## src/rtl/shell_launcher_if.sv

```systemverilog
`default_nettype none
// ============================================================================
//  Module   : shell_launcher_if
//  Purpose  : Bundles the shell launcher's keyboard, tank, collision and
//             shell-state signals. The master side drives keyboard, tank and
//             collision inputs; the slave side reports shell state.
//  Revision : 1.0  initial release
// ============================================================================
interface shell_launcher_if;
    logic [31:0] keycode;
    logic [9:0]  TankX;
    logic [9:0]  TankY;
    logic [7:0]  sin;
    logic [7:0]  cos;
    logic        Hit;
    logic [9:0]  ShellX;
    logic [9:0]  ShellY;
    logic [9:0]  ShellS;
    logic        ShellActive;

    modport master (
        output keycode, TankX, TankY, sin, cos, Hit,
        input  ShellX, ShellY, ShellS, ShellActive
    );

    modport slave (
        input  keycode, TankX, TankY, sin, cos, Hit,
        output ShellX, ShellY, ShellS, ShellActive
    );
endinterface
`default_nettype wire

```

## src/rtl/shell_launcher.sv

```systemverilog
`default_nettype none
// ============================================================================
//  Module   : shell_launcher
//  Purpose  : Fires one shell per key press from the tank position along the
//             tank's sin/cos heading, then tracks its flight. The flight
//             ends on a hit, when its lifetime runs out, or at a wall. A
//             cooldown period follows before the launcher re-arms.
//  Options  : SHELL_BOUNCE_EN - when defined, walls reflect the shell
//             instead of ending the flight.
//  Revision : 1.0  initial release
// ============================================================================
module shell_launcher #(
    parameter logic [7:0] FIRE_KEY    = 8'h2C,
    parameter logic [6:0] SHELL_SPEED = 7'd8,
    parameter logic [7:0] LIFETIME    = 8'd255,
    parameter logic [7:0] COOLDOWN    = 8'd30,
    parameter int         X_MIN       = 0,
    parameter int         X_MAX       = 639,
    parameter int         Y_MIN       = 0,
    parameter int         Y_MAX       = 479,
    parameter logic [9:0] SHELL_SIZE  = 10'd4
) (
    input  logic             frame_clk,
    input  logic             Reset,
    shell_launcher_if.slave  bus
);

    // Play-field limits for the shell's top-left corner, in 11-bit signed form
    localparam logic signed [10:0] c_x_lo = 11'(X_MIN);
    localparam logic signed [10:0] c_x_hi = 11'(X_MAX - int'(SHELL_SIZE));
    localparam logic signed [10:0] c_y_lo = 11'(Y_MIN);
    localparam logic signed [10:0] c_y_hi = 11'(Y_MAX - int'(SHELL_SIZE));

    typedef enum logic [1:0] {
        S_IDLE   = 2'd0,
        S_FLIGHT = 2'd1,
        S_COOL   = 2'd2
    } state_t;

    state_t      r_state;
    logic        r_fire_prev;
    logic        r_active;
    logic [9:0]  r_shell_x;
    logic [9:0]  r_shell_y;
    logic [9:0]  r_vel_x;
    logic [9:0]  r_vel_y;
    logic [7:0]  r_life;
    logic [7:0]  r_cnt;

    logic        w_fire_now;
    logic        w_fire_edge;
    logic [6:0]  w_mag_x;
    logic [6:0]  w_mag_y;
    logic [9:0]  w_vel_x_init;
    logic [9:0]  w_vel_y_init;
    logic signed [10:0] w_nx;
    logic signed [10:0] w_ny;
    logic        w_x_lo;
    logic        w_x_hi;
    logic        w_y_lo;
    logic        w_y_hi;
    logic        w_wall_term;
    logic        w_terminate;

    // Any of the four reported keys matching the fire key counts as pressed
    assign w_fire_now  = (bus.keycode[7:0]   == FIRE_KEY) |
                         (bus.keycode[15:8]  == FIRE_KEY) |
                         (bus.keycode[23:16] == FIRE_KEY) |
                         (bus.keycode[31:24] == FIRE_KEY);
    assign w_fire_edge = w_fire_now & ~r_fire_prev;

    // Speed-scaled magnitudes; the top 7 bits of the 14-bit product
    assign w_mag_x = 7'((14'(SHELL_SPEED) * 14'(bus.cos[6:0])) >> 7);
    assign w_mag_y = 7'((14'(SHELL_SPEED) * 14'(bus.sin[6:0])) >> 7);

    // Screen Y grows downward, so a positive sine moves the shell up
    assign w_vel_x_init = bus.cos[7] ? (10'd0 - {3'b000, w_mag_x}) : {3'b000, w_mag_x};
    assign w_vel_y_init = bus.sin[7] ? {3'b000, w_mag_y} : (10'd0 - {3'b000, w_mag_y});

    // Candidate next position; one extra bit keeps underflow visible
    assign w_nx = $signed({1'b0, r_shell_x}) + $signed({r_vel_x[9], r_vel_x});
    assign w_ny = $signed({1'b0, r_shell_y}) + $signed({r_vel_y[9], r_vel_y});

    assign w_x_lo = (w_nx < c_x_lo);
    assign w_x_hi = (w_nx > c_x_hi);
    assign w_y_lo = (w_ny < c_y_lo);
    assign w_y_hi = (w_ny > c_y_hi);

`ifdef SHELL_BOUNCE_EN
    assign w_wall_term = 1'b0;
`else
    assign w_wall_term = w_x_lo | w_x_hi | w_y_lo | w_y_hi;
`endif

    // Hit and expiry in the same frame collapse into one termination
    assign w_terminate = bus.Hit | (r_life == 8'd1) | w_wall_term;

    // Launcher state machine with fire-edge history and shell kinematics
    always_ff @(posedge frame_clk) begin
        if (!Reset) begin
            r_state     <= S_IDLE;
            r_fire_prev <= 1'b1;
            r_active    <= 1'b0;
            r_shell_x   <= 10'd0;
            r_shell_y   <= 10'd0;
            r_vel_x     <= 10'd0;
            r_vel_y     <= 10'd0;
            r_life      <= 8'd0;
            r_cnt       <= 8'd0;
        end else begin
            r_fire_prev <= w_fire_now;
            case (r_state)
                S_IDLE: begin
                    if (w_fire_edge) begin
                        r_state   <= S_FLIGHT;
                        r_active  <= 1'b1;
                        r_shell_x <= bus.TankX;
                        r_shell_y <= bus.TankY;
                        r_life    <= LIFETIME;
                        r_vel_x   <= w_vel_x_init;
                        r_vel_y   <= w_vel_y_init;
                    end
                end
                S_FLIGHT: begin
                    if (w_terminate) begin
                        // Position is left as-is on the terminating frame
                        r_state  <= S_COOL;
                        r_active <= 1'b0;
                        r_cnt    <= COOLDOWN;
                    end else begin
                        r_life <= r_life - 8'd1;
`ifdef SHELL_BOUNCE_EN
                        if (w_x_lo) begin
                            r_shell_x <= c_x_lo[9:0];
                            r_vel_x   <= 10'd0 - r_vel_x;
                        end else if (w_x_hi) begin
                            r_shell_x <= c_x_hi[9:0];
                            r_vel_x   <= 10'd0 - r_vel_x;
                        end else begin
                            r_shell_x <= w_nx[9:0];
                        end
                        if (w_y_lo) begin
                            r_shell_y <= c_y_lo[9:0];
                            r_vel_y   <= 10'd0 - r_vel_y;
                        end else if (w_y_hi) begin
                            r_shell_y <= c_y_hi[9:0];
                            r_vel_y   <= 10'd0 - r_vel_y;
                        end else begin
                            r_shell_y <= w_ny[9:0];
                        end
`else
                        r_shell_x <= w_nx[9:0];
                        r_shell_y <= w_ny[9:0];
`endif
                    end
                end
                S_COOL: begin
                    if (r_cnt == 8'd0) begin
                        r_state <= S_IDLE;
                    end else begin
                        r_cnt <= r_cnt - 8'd1;
                    end
                end
                default: begin
                    r_state <= S_IDLE;
                end
            endcase
        end
    end

    assign bus.ShellX      = r_shell_x;
    assign bus.ShellY      = r_shell_y;
    assign bus.ShellS      = SHELL_SIZE;
    assign bus.ShellActive = r_active;

endmodule
`default_nettype wire

```

## src/flat_wrapper.sv

```systemverilog
// flat-port wrapper written by rule: the top's interface ports become plain ports
module shell_launcher_flat 
#(
    parameter logic [7:0] FIRE_KEY    = 8'h2C,
    parameter logic [6:0] SHELL_SPEED = 7'd8,
    parameter logic [7:0] LIFETIME    = 8'd255,
    parameter logic [7:0] COOLDOWN    = 8'd30,
    parameter int         X_MIN       = 0,
    parameter int         X_MAX       = 639,
    parameter int         Y_MIN       = 0,
    parameter int         Y_MAX       = 479,
    parameter logic [9:0] SHELL_SIZE  = 10'd4
)
  (frame_clk, Reset, bus_keycode, bus_TankX, bus_TankY, bus_sin, bus_cos, bus_Hit, bus_ShellX, bus_ShellY, bus_ShellS, bus_ShellActive);
  shell_launcher_if bus_i ();
  input  logic frame_clk;
  input  logic Reset;
  input wire logic [$bits(bus_i.keycode)-1:0] bus_keycode;
  input wire logic [$bits(bus_i.TankX)-1:0] bus_TankX;
  input wire logic [$bits(bus_i.TankY)-1:0] bus_TankY;
  input wire logic [$bits(bus_i.sin)-1:0] bus_sin;
  input wire logic [$bits(bus_i.cos)-1:0] bus_cos;
  input wire logic [$bits(bus_i.Hit)-1:0] bus_Hit;
  output wire logic [$bits(bus_i.ShellX)-1:0] bus_ShellX;
  output wire logic [$bits(bus_i.ShellY)-1:0] bus_ShellY;
  output wire logic [$bits(bus_i.ShellS)-1:0] bus_ShellS;
  output wire logic [$bits(bus_i.ShellActive)-1:0] bus_ShellActive;
  assign bus_i.keycode = bus_keycode;
  assign bus_i.TankX = bus_TankX;
  assign bus_i.TankY = bus_TankY;
  assign bus_i.sin = bus_sin;
  assign bus_i.cos = bus_cos;
  assign bus_i.Hit = bus_Hit;
  assign bus_ShellX = bus_i.ShellX;
  assign bus_ShellY = bus_i.ShellY;
  assign bus_ShellS = bus_i.ShellS;
  assign bus_ShellActive = bus_i.ShellActive;
  shell_launcher #(.FIRE_KEY(FIRE_KEY), .SHELL_SPEED(SHELL_SPEED), .LIFETIME(LIFETIME), .COOLDOWN(COOLDOWN), .X_MIN(X_MIN), .X_MAX(X_MAX), .Y_MIN(Y_MIN), .Y_MAX(Y_MAX), .SHELL_SIZE(SHELL_SIZE)) u_core (.frame_clk(frame_clk), .Reset(Reset), .bus(bus_i));
endmodule
```

## config.mk

```make
export PLATFORM = sky130hd
export DESIGN_NAME = shell_launcher_flat
export DESIGN_NICKNAME = d
export VERILOG_FILES = /design/src/rtl/shell_launcher_if.sv /design/src/rtl/shell_launcher.sv /design/src/flat_wrapper.sv
export SDC_FILE = /design/constraint.sdc
export NUM_CORES = 1
export LEC_CHECK = 0
export CAP_MARGIN = 30
export CELL_PAD_IN_SITES_DETAIL_PLACEMENT = 2
export CELL_PAD_IN_SITES_GLOBAL_PLACEMENT = 2
export CORE_ASPECT_RATIO = 1.5
export CORE_MARGIN = 4
export CORE_UTILIZATION = 25
export CTS_CLUSTER_SIZE = 14
export DETAILED_ROUTE_END_ITERATION = 7
export PLACE_DENSITY = 0.8
export SLEW_MARGIN = 20
export SYNTH_ARGS = -nofsm -noshare
export SYNTH_HDL_FRONTEND = slang
export SYNTH_SLANG_ARGS = --single-unit
```

## constraint.sdc

```tcl
create_clock -name frame_clk -period 2.89 [get_ports frame_clk]
set_input_delay 0.289 -clock frame_clk [delete_from_list [all_inputs] [get_ports frame_clk]]
set_output_delay 0.289 -clock frame_clk [all_outputs]
set_load 0.005 [all_outputs]
```

Word level (Yosys, flattened, before mapping)
Cells that the tools add are included.

word-level totals
  memory bits (writable) = 0
  flip-flop bits (word level) = 60
  input port bits = 71
  memory bits (read-only) = 0
  memories = 0
  bits in latches = 0
  word-level logic and storage cells = 71

operators by class
  bitwise logic cells = 10
  $lt $le $gt $ge = 4
  divide/modulo/power cells = 0
  multipliers = 0
  equal/unequal tests = 12
  reductions and logical operators = 9
  shifts and indexed selects = 0
  add/sub/neg operators = 6
  muxes and demuxes = 21

operator list
  operator                                                                            number
  10-bit 2-to-1 mux                                                                   6
  10-bit case mux with 2 select lines                                                 2
  8-bit by 6-bit == test with 1-bit output (second input constant)                    4
  8-bit 2-to-1 mux                                                                    4
  8-bit case mux with 2 select lines                                                  2
  11-bit by 10-bit adder with 11-bit output                                           2
  11-bit by 1-bit less-than comparator with 1-bit output (second input constant)      2
  8-bit by 1-bit subtractor with 8-bit output (second input constant)                 2
  3-bit AND reduction                                                                 4
  11-bit by 10-bit greater-than comparator with 1-bit output (second input constant)  1
  11-bit greater-than comparator (second input constant)                              1
  8-bit by 1-bit == test with 1-bit output (second input constant)                    1
  8-bit zero test                                                                     1
  1-bit OR                                                                            8
  1-bit by 3-bit subtractor with 4-bit output (first input constant)                  2
  2-bit 2-to-1 mux                                                                    3
  2-bit by 1-bit inequality test with 1-bit output (second input constant)            3
  2-bit case mux with 3 select lines                                                  1
  2-bit inequality test (second input constant)                                       2
  2-bit nonzero test                                                                  2
  2-bit by 1-bit == test with 1-bit output (second input constant)                    1
  2-bit == test (second input constant)                                               1
  2-bit zero test                                                                     1
  1-bit 2-to-1 mux                                                                    2
  4 further kinds                                                                     4

Depth between registers and ports, before layout
Gate-level depths: netlist (run 1).

  word-level depth = 8
  depth in mapped cells = 13
  depth with buffers taken out = 11

Least setup slack after synthesis (run 1)
OpenSTA, ideal clock, no wires.

  path kind = register -> register
  from = reg u_core.r_shell_y[0] (netlist: u_core.bus.ShellY[0])
  to = reg u_core.r_shell_x[0] (netlist: u_core.bus.ShellX[0])
  setup slack = -0.093 ns
  buffers on the path = 2
  arrival time = 2.923 ns
  cell stages (with the launch flop) = 13
  data required time = 2.830 ns
  setup time = 0.060 ns
  path through = dfxtp_1 ha_1 fa_1 a21oi_2 o21ai_1 a21boi_0 xor2_1 or4_4 o211a_1 buf_6 a311oi_4 buf_6 a221o_1

between the ends
  cells in the longest elaborated chain, start to end = 7
  elaborated cells between the ends (all ways) = 8

RTL lines
  element                                                 line                   source
  from (decl)                                             shell_launcher.sv:44   logic [9:0] r_shell_y;
  from (signal assigned)                                  shell_launcher.sv:118  r_shell_y <= bus.TankY;
  from (signal assigned)                                  shell_launcher.sv:153  r_shell_y <= w_ny[9:0];
  11-bit by 10-bit adder with 11-bit output (*)           shell_launcher.sv:82   assign w_ny = $signed({1'b0, r_shell_y}) + $signed({r_vel_y[9], r_vel_y});
  11-bit by 1-bit less-than comparator with 1-bit output  shell_launcher.sv:86   assign w_y_lo = (w_ny < c_y_lo);
  1-bit OR                                                shell_launcher.sv:92   assign w_wall_term = w_x_lo | w_x_hi | w_y_lo | w_y_hi;
  1-bit OR (*)                                            shell_launcher.sv:92
  1-bit OR (*)                                            shell_launcher.sv:96   assign w_terminate = bus.Hit | (r_life == 8'd1) | w_wall_term;
  2-bit inequality test (no line) (*)                     --
  3-bit AND reduction (no line) (*)                       --
  to (signal assigned)                                    shell_launcher.sv:117  r_shell_x <= bus.TankX;
  to (signal assigned)                                    shell_launcher.sv:152  r_shell_x <= w_nx[9:0];
  to (decl)                                               shell_launcher.sv:43   logic [9:0] r_shell_x;

Mark *: on every way between the ends. The rest lies on a longest branch, timed or not.
A chain may end at the register's enable or synchronous reset.

Worst setup path after layout (run 1)
  from = reg u_core.r_shell_y[0] (netlist: u_core.bus.ShellY[0])
  to = reg u_core.r_shell_x[8] (netlist: u_core.bus.ShellX[8])

Same word-level chain as after synthesis.

==> results of run 1 <==
==> per-layer routing <==
layer  part of all wire, %  track usage, %
met1                    36           22.72
met2                    56           43.19
met3                   3.2           2.785
met4                   5.5           11.01
met5                     0               0
==> synth_stat cells (3+ instances only) <==
| library cell | number |
|---|---|
| a211oi_1 | 11 |
| o41ai_1 | 7 |
| a221o_1 | 4 |
| o31ai_1 | 5 |
| a21oi_1 | 14 |
| dfxtp_1 | 48 |
| a211oi_2 | 4 |
| a31oi_1 | 3 |
| nor2b_1 | 5 |
| buf_6 | 3 |
| nand2b_1 | 3 |
| or3_1 | 5 |
| and3_1 | 7 |
| a21oi_2 | 3 |
| xnor2_1 | 6 |
| o21a_1 | 4 |
| nor4_1 | 7 |
| nand2_1 | 44 |
| and2_1 | 4 |
| nor3_1 | 21 |
| o21ai_0 | 6 |
| a21o_1 | 7 |
| a22o_1 | 12 |
| nor4b_1 | 6 |
| a2111oi_0 | 4 |
| ha_1 | 26 |
| nor2_1 | 33 |
| o211ai_1 | 3 |
| nand3_1 | 7 |
| buf_4 | 10 |
| nand4_1 | 8 |
| a21boi_0 | 3 |
| inv_1 | 19 |
| xor2_1 | 10 |
| clkbuf_1 | 14 |
==> worst reg2reg max path, cell delays in order, from the launching register on <==
cell      delay [ns]
dfxtp_4         0.37
ha_4            0.17
fa_2            0.37
a21oi_4         0.29
buf_4           0.17
o21ai_2         0.07
a21boi_2        0.20
xor2_2          0.11
or4_4           0.51
o211ai_1        0.12
buf_4           0.18
buf_4           0.17
buf_6           0.12
o41ai_2         0.07
a22o_1          0.22
==> registers in the layout, indices dropped and copies added (netlist names) <==
name / cells
u_core.bus.ShellActive: 1
u_core.bus.ShellX: 10
u_core.bus.ShellY: 10
u_core.r_cnt: 8
u_core.r_fire_prev: 1
u_core.r_life: 8
u_core.r_state: 2
u_core.r_vel_x: 4
u_core.r_vel_y: 4
==> how the worst min path moves through the flow <==
stage	end	slack, ns	cells past startpoint
after floorplan	u_core.r_vel_x[0]$_SDFFE_PN0P_	0.42	2
after global routing	u_core.bus.ShellY[6]$_SDFFE_PN0P_	0.54	1
after global placement	u_core.r_vel_x[0]$_SDFFE_PN0P_	0.45	2
final	u_core.r_vel_x[2]$_SDFFE_PN0P_	0.52	2
after detailed placement	u_core.r_vel_y[0]$_SDFFE_PN0P_	0.47	2
after CTS	u_core.r_vel_y[0]$_SDFFE_PN0P_	0.49	2
==> cell type report <==
| class | count | area (sq um) | area share, % |
|---|---|---|---|
| inverters | 19 | 71.32 | 1.237 |
| well taps | 162 | 202.7 | 3.515 |
| clock buffers | 6 | 138.9 | 2.408 |
| repair buffers | 175 | 1630 | 28.27 |
| multi-input cells | 334 | 2735 | 47.43 |
| clock inverters | 2 | 15.01 | 0.2604 |
| flip-flops and latches | 48 | 973.4 | 16.88 |
==> stage by stage <==
| step | utilization (%) | setup TNS [ns] | power, mW | hold slack (ns) | setup WS, ns |
|---|---|---|---|---|---|
| finish | 42.41 | -10.51 | 1.567 | 0.5202 | -0.3534 |
| CTS | 40.38 | -4.334 | 1.535 | 0.4923 | -0.2122 |
| floorplan | - | 0 | 0.7623 | 0.4250 | 0.01685 |
| global placement | 36.71 | -5.147 | 0.8799 | 0.4515 | -0.2479 |
| detailed placement | 36.71 | -11.70 | 0.8904 | 0.4723 | -0.4556 |
| global route | 42.41 | -13.35 | 1.609 | 0.5429 | -0.4345 |
==> cell families (layout without fill, tap and decap cells) <==
group / Yosys count / after routing / share of synthesized area, %
other: 2 / 10 / 0.2144
AO/OA/AOI/OAI: 118 / 118 / 27.19
multiplexers: 2 / 2 / 0.5717
flip-flops: 48 / 48 / 27.44
AND/OR/NAND/NOR: 160 / 160 / 23.26
adder cells (fa/ha/maj): 28 / 28 / 10.43
buffers and inverters: 48 / 202 / 6.895
XOR/XNOR: 16 / 16 / 4.001
==> power by group through the flow <==
stage | clock [mW] | sequential, mW | combinational [mW]
after floorplan | 0 | 0.685 | 0.0774
after global placement | 0 | 0.686 | 0.194
after detailed placement | 0 | 0.686 | 0.204
after CTS | 0.637 | 0.670 | 0.228
after global routing | 0.666 | 0.670 | 0.273
final | 0.636 | 0.670 | 0.261
==> what timing repair did <==
action / CTS / global route
cloned: 1 / 1
buffers inserted: 11 / 7
pin swaps: 25 / 19
endpoints found under the setup margin: 39 / 39
gates resized for setup: 55 / 41
==> impl_metrics.json, run 1 <==
{
  "drc_errors": 0,
  "hpwl_microns": 12230,
  "worstSetupEndpointType": "register",
  "vias": 4285,
  "finalHoldViolCount": 0,
  "synth_cells": 422,
  "slew_headroom_pct": 46.87,
  "path_max_fanout": 3,
  "firstDrtPassIters": 4,
  "yosysTopAreaCellShare_pct": 27.44,
  "worst_slew_pin_slew_ns": 0.7869,
  "p_per_area_nw_per_um2": 271.8,
  "synth_ff_type": "dfxtp_1",
  "netlist_area_sq_um": 3502,
  "timing.rr.start": "u_core.bus.ShellY[0]$_SDFFE_PN0P_",
  "crit_required_ns": 3.08,
  "cap_violations": 0,
  "cts_sinks": 48,
  "numCtsBuffers": 5,
  "async_reset_ff_share_pct": 0,
  "vias_per_cell": 5.744,
  "p_clk_share_pct": 40.6,
  "grt_max_degree": 27,
  "pwr-share-comb_pct": 16.6,
  "finalClockSkew_ns": 0.009584,
  "dieHeight_microns": 153.0,
  "fmax_ghz": 0.3083,
  "swShare_pct": 26.34,
  "period_share_pct": 112.2,
  "area_delta_synth_final_pct": 64.67,
  "grt_pass1_vias": 4865,
  "synth_cell_types": 70,
  "yosysWarnings": 0,
  "synth-seq-cells": 48,
  "ff2ff_setup_slack_ns": -0.35,
  "max_stage_delay_ns": 0.51,
  "ys_seq_area_share_pct": 27.44,
  "worstPathArrival_ns": 3.44,
  "nFillCells": 1468,
  "reg2reg_depth": 14,
  "seqPwrFrac_pct": 42.8,
  "crit_start": "u_core.bus.ShellY[0]$_SDFFE_PN0P_",
  "design_area_sq_um": 5767,
  "finalNonFillerCells": 746,
  "drive_above_1_share_pct": 30.14,
  "setup_viol": 39,
  "grtUsageTotal_pct": 22.12,
  "clk_pin_slew_ns": 0.07,
  "path_depth": 14,
  "synth_area_leaders": "dfxtp_1, ha_1, nand2_1, nor2_1, nor3_1",
  "rsz0062_at_grt": "yes",
  "crit_end": "u_core.bus.ShellX[8]$_SDFFE_PN0P_",
  "start_util_pct": 25.75,
  "final_cell_mix": "clkdlybuf4s50_1, buf_4, nand2_1, dfxtp_1, nor2_1",
  "power_leakage_nw": 2.384,
  "drt_iter0_markers": 198,
  "violations": "setup timing",
  "antenna_found_initial": 0,
  "grt_pass1_wl_microns": 28030,
  "clk_latency_ns": 0.31,
  "mostFrequentLayoutCell": "clkdlybuf4s50_1",
  "critPathTopFamily": "compound AO/OA/AOI/OAI gates",
  "cts_tree": "built",
  "avgSynthCellArea_sq_um": 8.299,
  "boundaryPins": 102,
  "synth-edff-count": 0,
  "placed_cells": 719,
  "drv_slew": 0,
  "portBuffers": 83,
  "grt.overflow.total": 0,
  "clk_path_buf_depth": 2,
  "row_count": 52,
  "finish.net_count": 682,
  "die_w_microns": 104.6,
  "crit_buf_inv": 4,
  "placed_area_sq_um": 4992,
  "status": "finished with violations",
  "worstHoldPathType": "register to register",
  "switchingPower_mw": 0.4127,
  "fin_crit_ns": 3.243,
  "setup_ws_ns": -0.3534,
  "crit_type": "register to register",
  "min_from": "u_core.r_vel_x[2]$_SDFFE_PN0P_",
  "synth.largest_area_cell": "dfxtp_1",
  "cp_slowest_cell": "or4_4",
  "path_cells": "ha_4, fa_2, a21oi_4, buf_4, o21ai_2, a21boi_2, xor2_2, or4_4, o211ai_1, buf_4, buf_4, buf_6, o41ai_2, a22o_1",
  "ir_drop_mv": 0.1929,
  "start_kind": "register",
  "wl_per_cell_microns": 27.00,
  "p_int_mw": 1.154,
  "core_area_sq_um": 13600,
  "worst_path_most_repeated_cell": "buf_4",
  "root_buffer": "clkbuf_16",
  "antenna_cells": 0,
  "totalWireLength_microns": 20140,
  "hold_buffers": 0,
  "cts_max_level": 2,
  "detail-route-antenna-nets": 0,
  "gp_congestion": 0.8523,
  "dieArea_sq_um": 16010,
  "r2r_end": "u_core.bus.ShellX[8]$_SDFFE_PN0P_"
}
(Power assumes the default switching activity.)
==> inputs of run 2 (changes only) <==
- CORE_UTILIZATION: 25 -> 27
- PLACE_DENSITY: 0.8 -> 0.82
- clock period: 2.89 -> 3.6 ns (I/O delays scaled with it)
==> run 2 against run 1 <==
First-iteration DRC count decreased by 55%; critical path type unchanged; combinational power decreased by 41%; routed wire length decreased by 33%; register-to-register slack improved by 0.52 ns; die area decreased by 6.9%; largest power group is now clock; worst hold slack got worse by 0.051 ns; the run now ends clean; critical path depth decreased by 2; sequential power decreased by 20%.
==> impl_metrics.json, run 2 (same netlist as run 1, synthesis figures left out) <==
{
  "preCtsSetupSlack_ns": 0.08875,
  "cts_sinks": 48,
  "antenna_cells": 0,
  "worst_slew_pin_slew_ns": 0.8393,
  "portBuffers": 83,
  "grt_pass1_vias": 4209,
  "placed_cells": 656,
  "crit_required_ns": 3.78,
  "path_cells": "ha_1, inv_1, fa_1, nor2b_1, o2111ai_1, a21boi_1, o32ai_1, a41oi_1, o211a_2, a311oi_4, buf_12, a221o_1",
  "max_stage_delay_ns": 0.41,
  "grt_max_degree": 37,
  "grt_pass1_wl_microns": 21760,
  "fin_crit_ns": 3.431,
  "path_max_fanout": 13,
  "setup_viol": 0,
  "root_buffer": "clkbuf_16",
  "worstSetupEndpointType": "register",
  "core_area_sq_um": 12570,
  "reg2reg_depth": 12,
  "setup_ws_ns": 0.1694,
  "nFillCells": 1394,
  "row_count": 50,
  "drc_errors": 0,
  "rsz0062_at_grt": "yes",
  "cts_tree": "built",
  "dieArea_sq_um": 14890,
  "p_per_area_nw_per_um2": 263.5,
  "cp_slowest_cell": "fa_1",
  "start_kind": "register",
  "dieHeight_microns": 147.5,
  "finalHoldViolCount": 0,
  "wl_per_cell_microns": 20.44,
  "slew_headroom_pct": 43.98,
  "detail-route-antenna-nets": 0,
  "boundaryPins": 102,
  "period_share_pct": 95.30,
  "min_from": "u_core.r_vel_y[0]$_SDFFE_PN0P_",
  "start_util_pct": 27.85,
  "final_cell_mix": "clkdlybuf4s50_1, dfxtp_1, nand2_1, nor2_1, ha_1",
  "mostFrequentLayoutCell": "clkdlybuf4s50_1",
  "clk_latency_ns": 0.29,
  "cts_max_level": 2,
  "grt.overflow.total": 0,
  "timing.rr.start": "u_core.bus.ShellX[0]$_SDFFE_PN0P_",
  "worstPathArrival_ns": 3.61,
  "whs_path_depth": 2,
  "drive_above_1_share_pct": 8.071,
  "vias_per_cell": 5.536,
  "clk_path_buf_depth": 2,
  "fmax_ghz": 0.2915,
  "ir_drop_mv": 0.1878,
  "design_area_sq_um": 4707,
  "finalNonFillerCells": 664,
  "grtUsageTotal_pct": 18.33,
  "finalClockSkew_ns": 0.008926,
  "hpwl_microns": 10580,
  "finalPower_mw": 1.240,
  "placed_area_sq_um": 4529,
  "cts.repair.resized": 0,
  "area_delta_synth_final_pct": 34.41,
  "whs_ns": 0.4696,
  "status": "complete, no violations",
  "die_w_microns": 101.0,
  "numCtsBuffers": 5,
  "worstHoldPathType": "register to register",
  "cts_setup_buffers": 0,
  "cap_violations": 0,
  "clk_pin_slew_ns": 0.06,
  "crit_type": "register to register",
  "vias": 3676,
  "finish.net_count": 606,
  "drv_slew": 0,
  "hold_buffers": 0,
  "crit_start": "u_core.bus.ShellX[0]$_SDFFE_PN0P_",
  "power_leakage_nw": 1.894,
  "firstDrtPassIters": 4,
  "antenna_found_initial": 0,
  "gp_congestion": 0.8698,
  "drt_iter0_markers": 89,
  "totalWireLength_microns": 13570
}
==> run 2: critical path, delay by kind of cell (launching register included) <==
kind / cells / cell delay [ns]
AOI/OAI and AO/OA: 7 / 1.84
adders and majority gates: 2 / 0.65
DFF: 1 / 0.37
buffers and inverters: 2 / 0.27
and+or+nand+nor: 1 / 0.18
==> run 2: cell type report <==
class	instances	area, sq um	area share, %
clock inverter	2	35.03	0.7443
multi-input combinational	334	2352	49.97
sequential	48	960.9	20.41
tap	156	195.2	4.147
inverter	19	71.32	1.515
timing repair buffer	99	963.4	20.47
clock buffer	6	128.9	2.738
==> run 2: path summary, 6_finish.rpt <==
kind	endpoint	slack (ns)
worst max-delay path	u_core.bus.ShellX[0]$_SDFFE_PN0P_	0.17
worst min-delay path	u_core.r_vel_y[0]$_SDFFE_PN0P_	0.47
worst max register to register	u_core.bus.ShellX[0]$_SDFFE_PN0P_	0.17
worst min register to register	u_core.r_vel_y[0]$_SDFFE_PN0P_	0.47
==> run 2: routing by layer <==
metal | share of wire (%) | vias to the layer above | GRT usage [%] | wire length [microns]
li1 | - | 1744 | - | -
met1 | 37 | 1856 | 18.84 | 5033
met2 | 59 | 59 | 37.14 | 7941
met3 | 2.2 | 17 | 1.983 | 292
met4 | 2.2 | 0 | 5.722 | 305
met5 | 0 | - | 0 | 0
==> run 2: report_power, final <==
group | leakage (nW) | internal, mW | switching, mW
combinational | 1.43 | 0.0871 | 0.0684
clock | 0.0808 | 0.328 | 0.218
sequential | 0.387 | 0.534 | 0.00445
total | 1.89 | 0.949 | 0.291
==> run 2: per-stage QoR <==
step	utilization (%)	setup TNS (ns)
CTS	37.32	0
floorplan	-	0
global route	37.43	-0.1661
global placement	36.02	0
finish	37.43	0
detailed placement	36.02	0
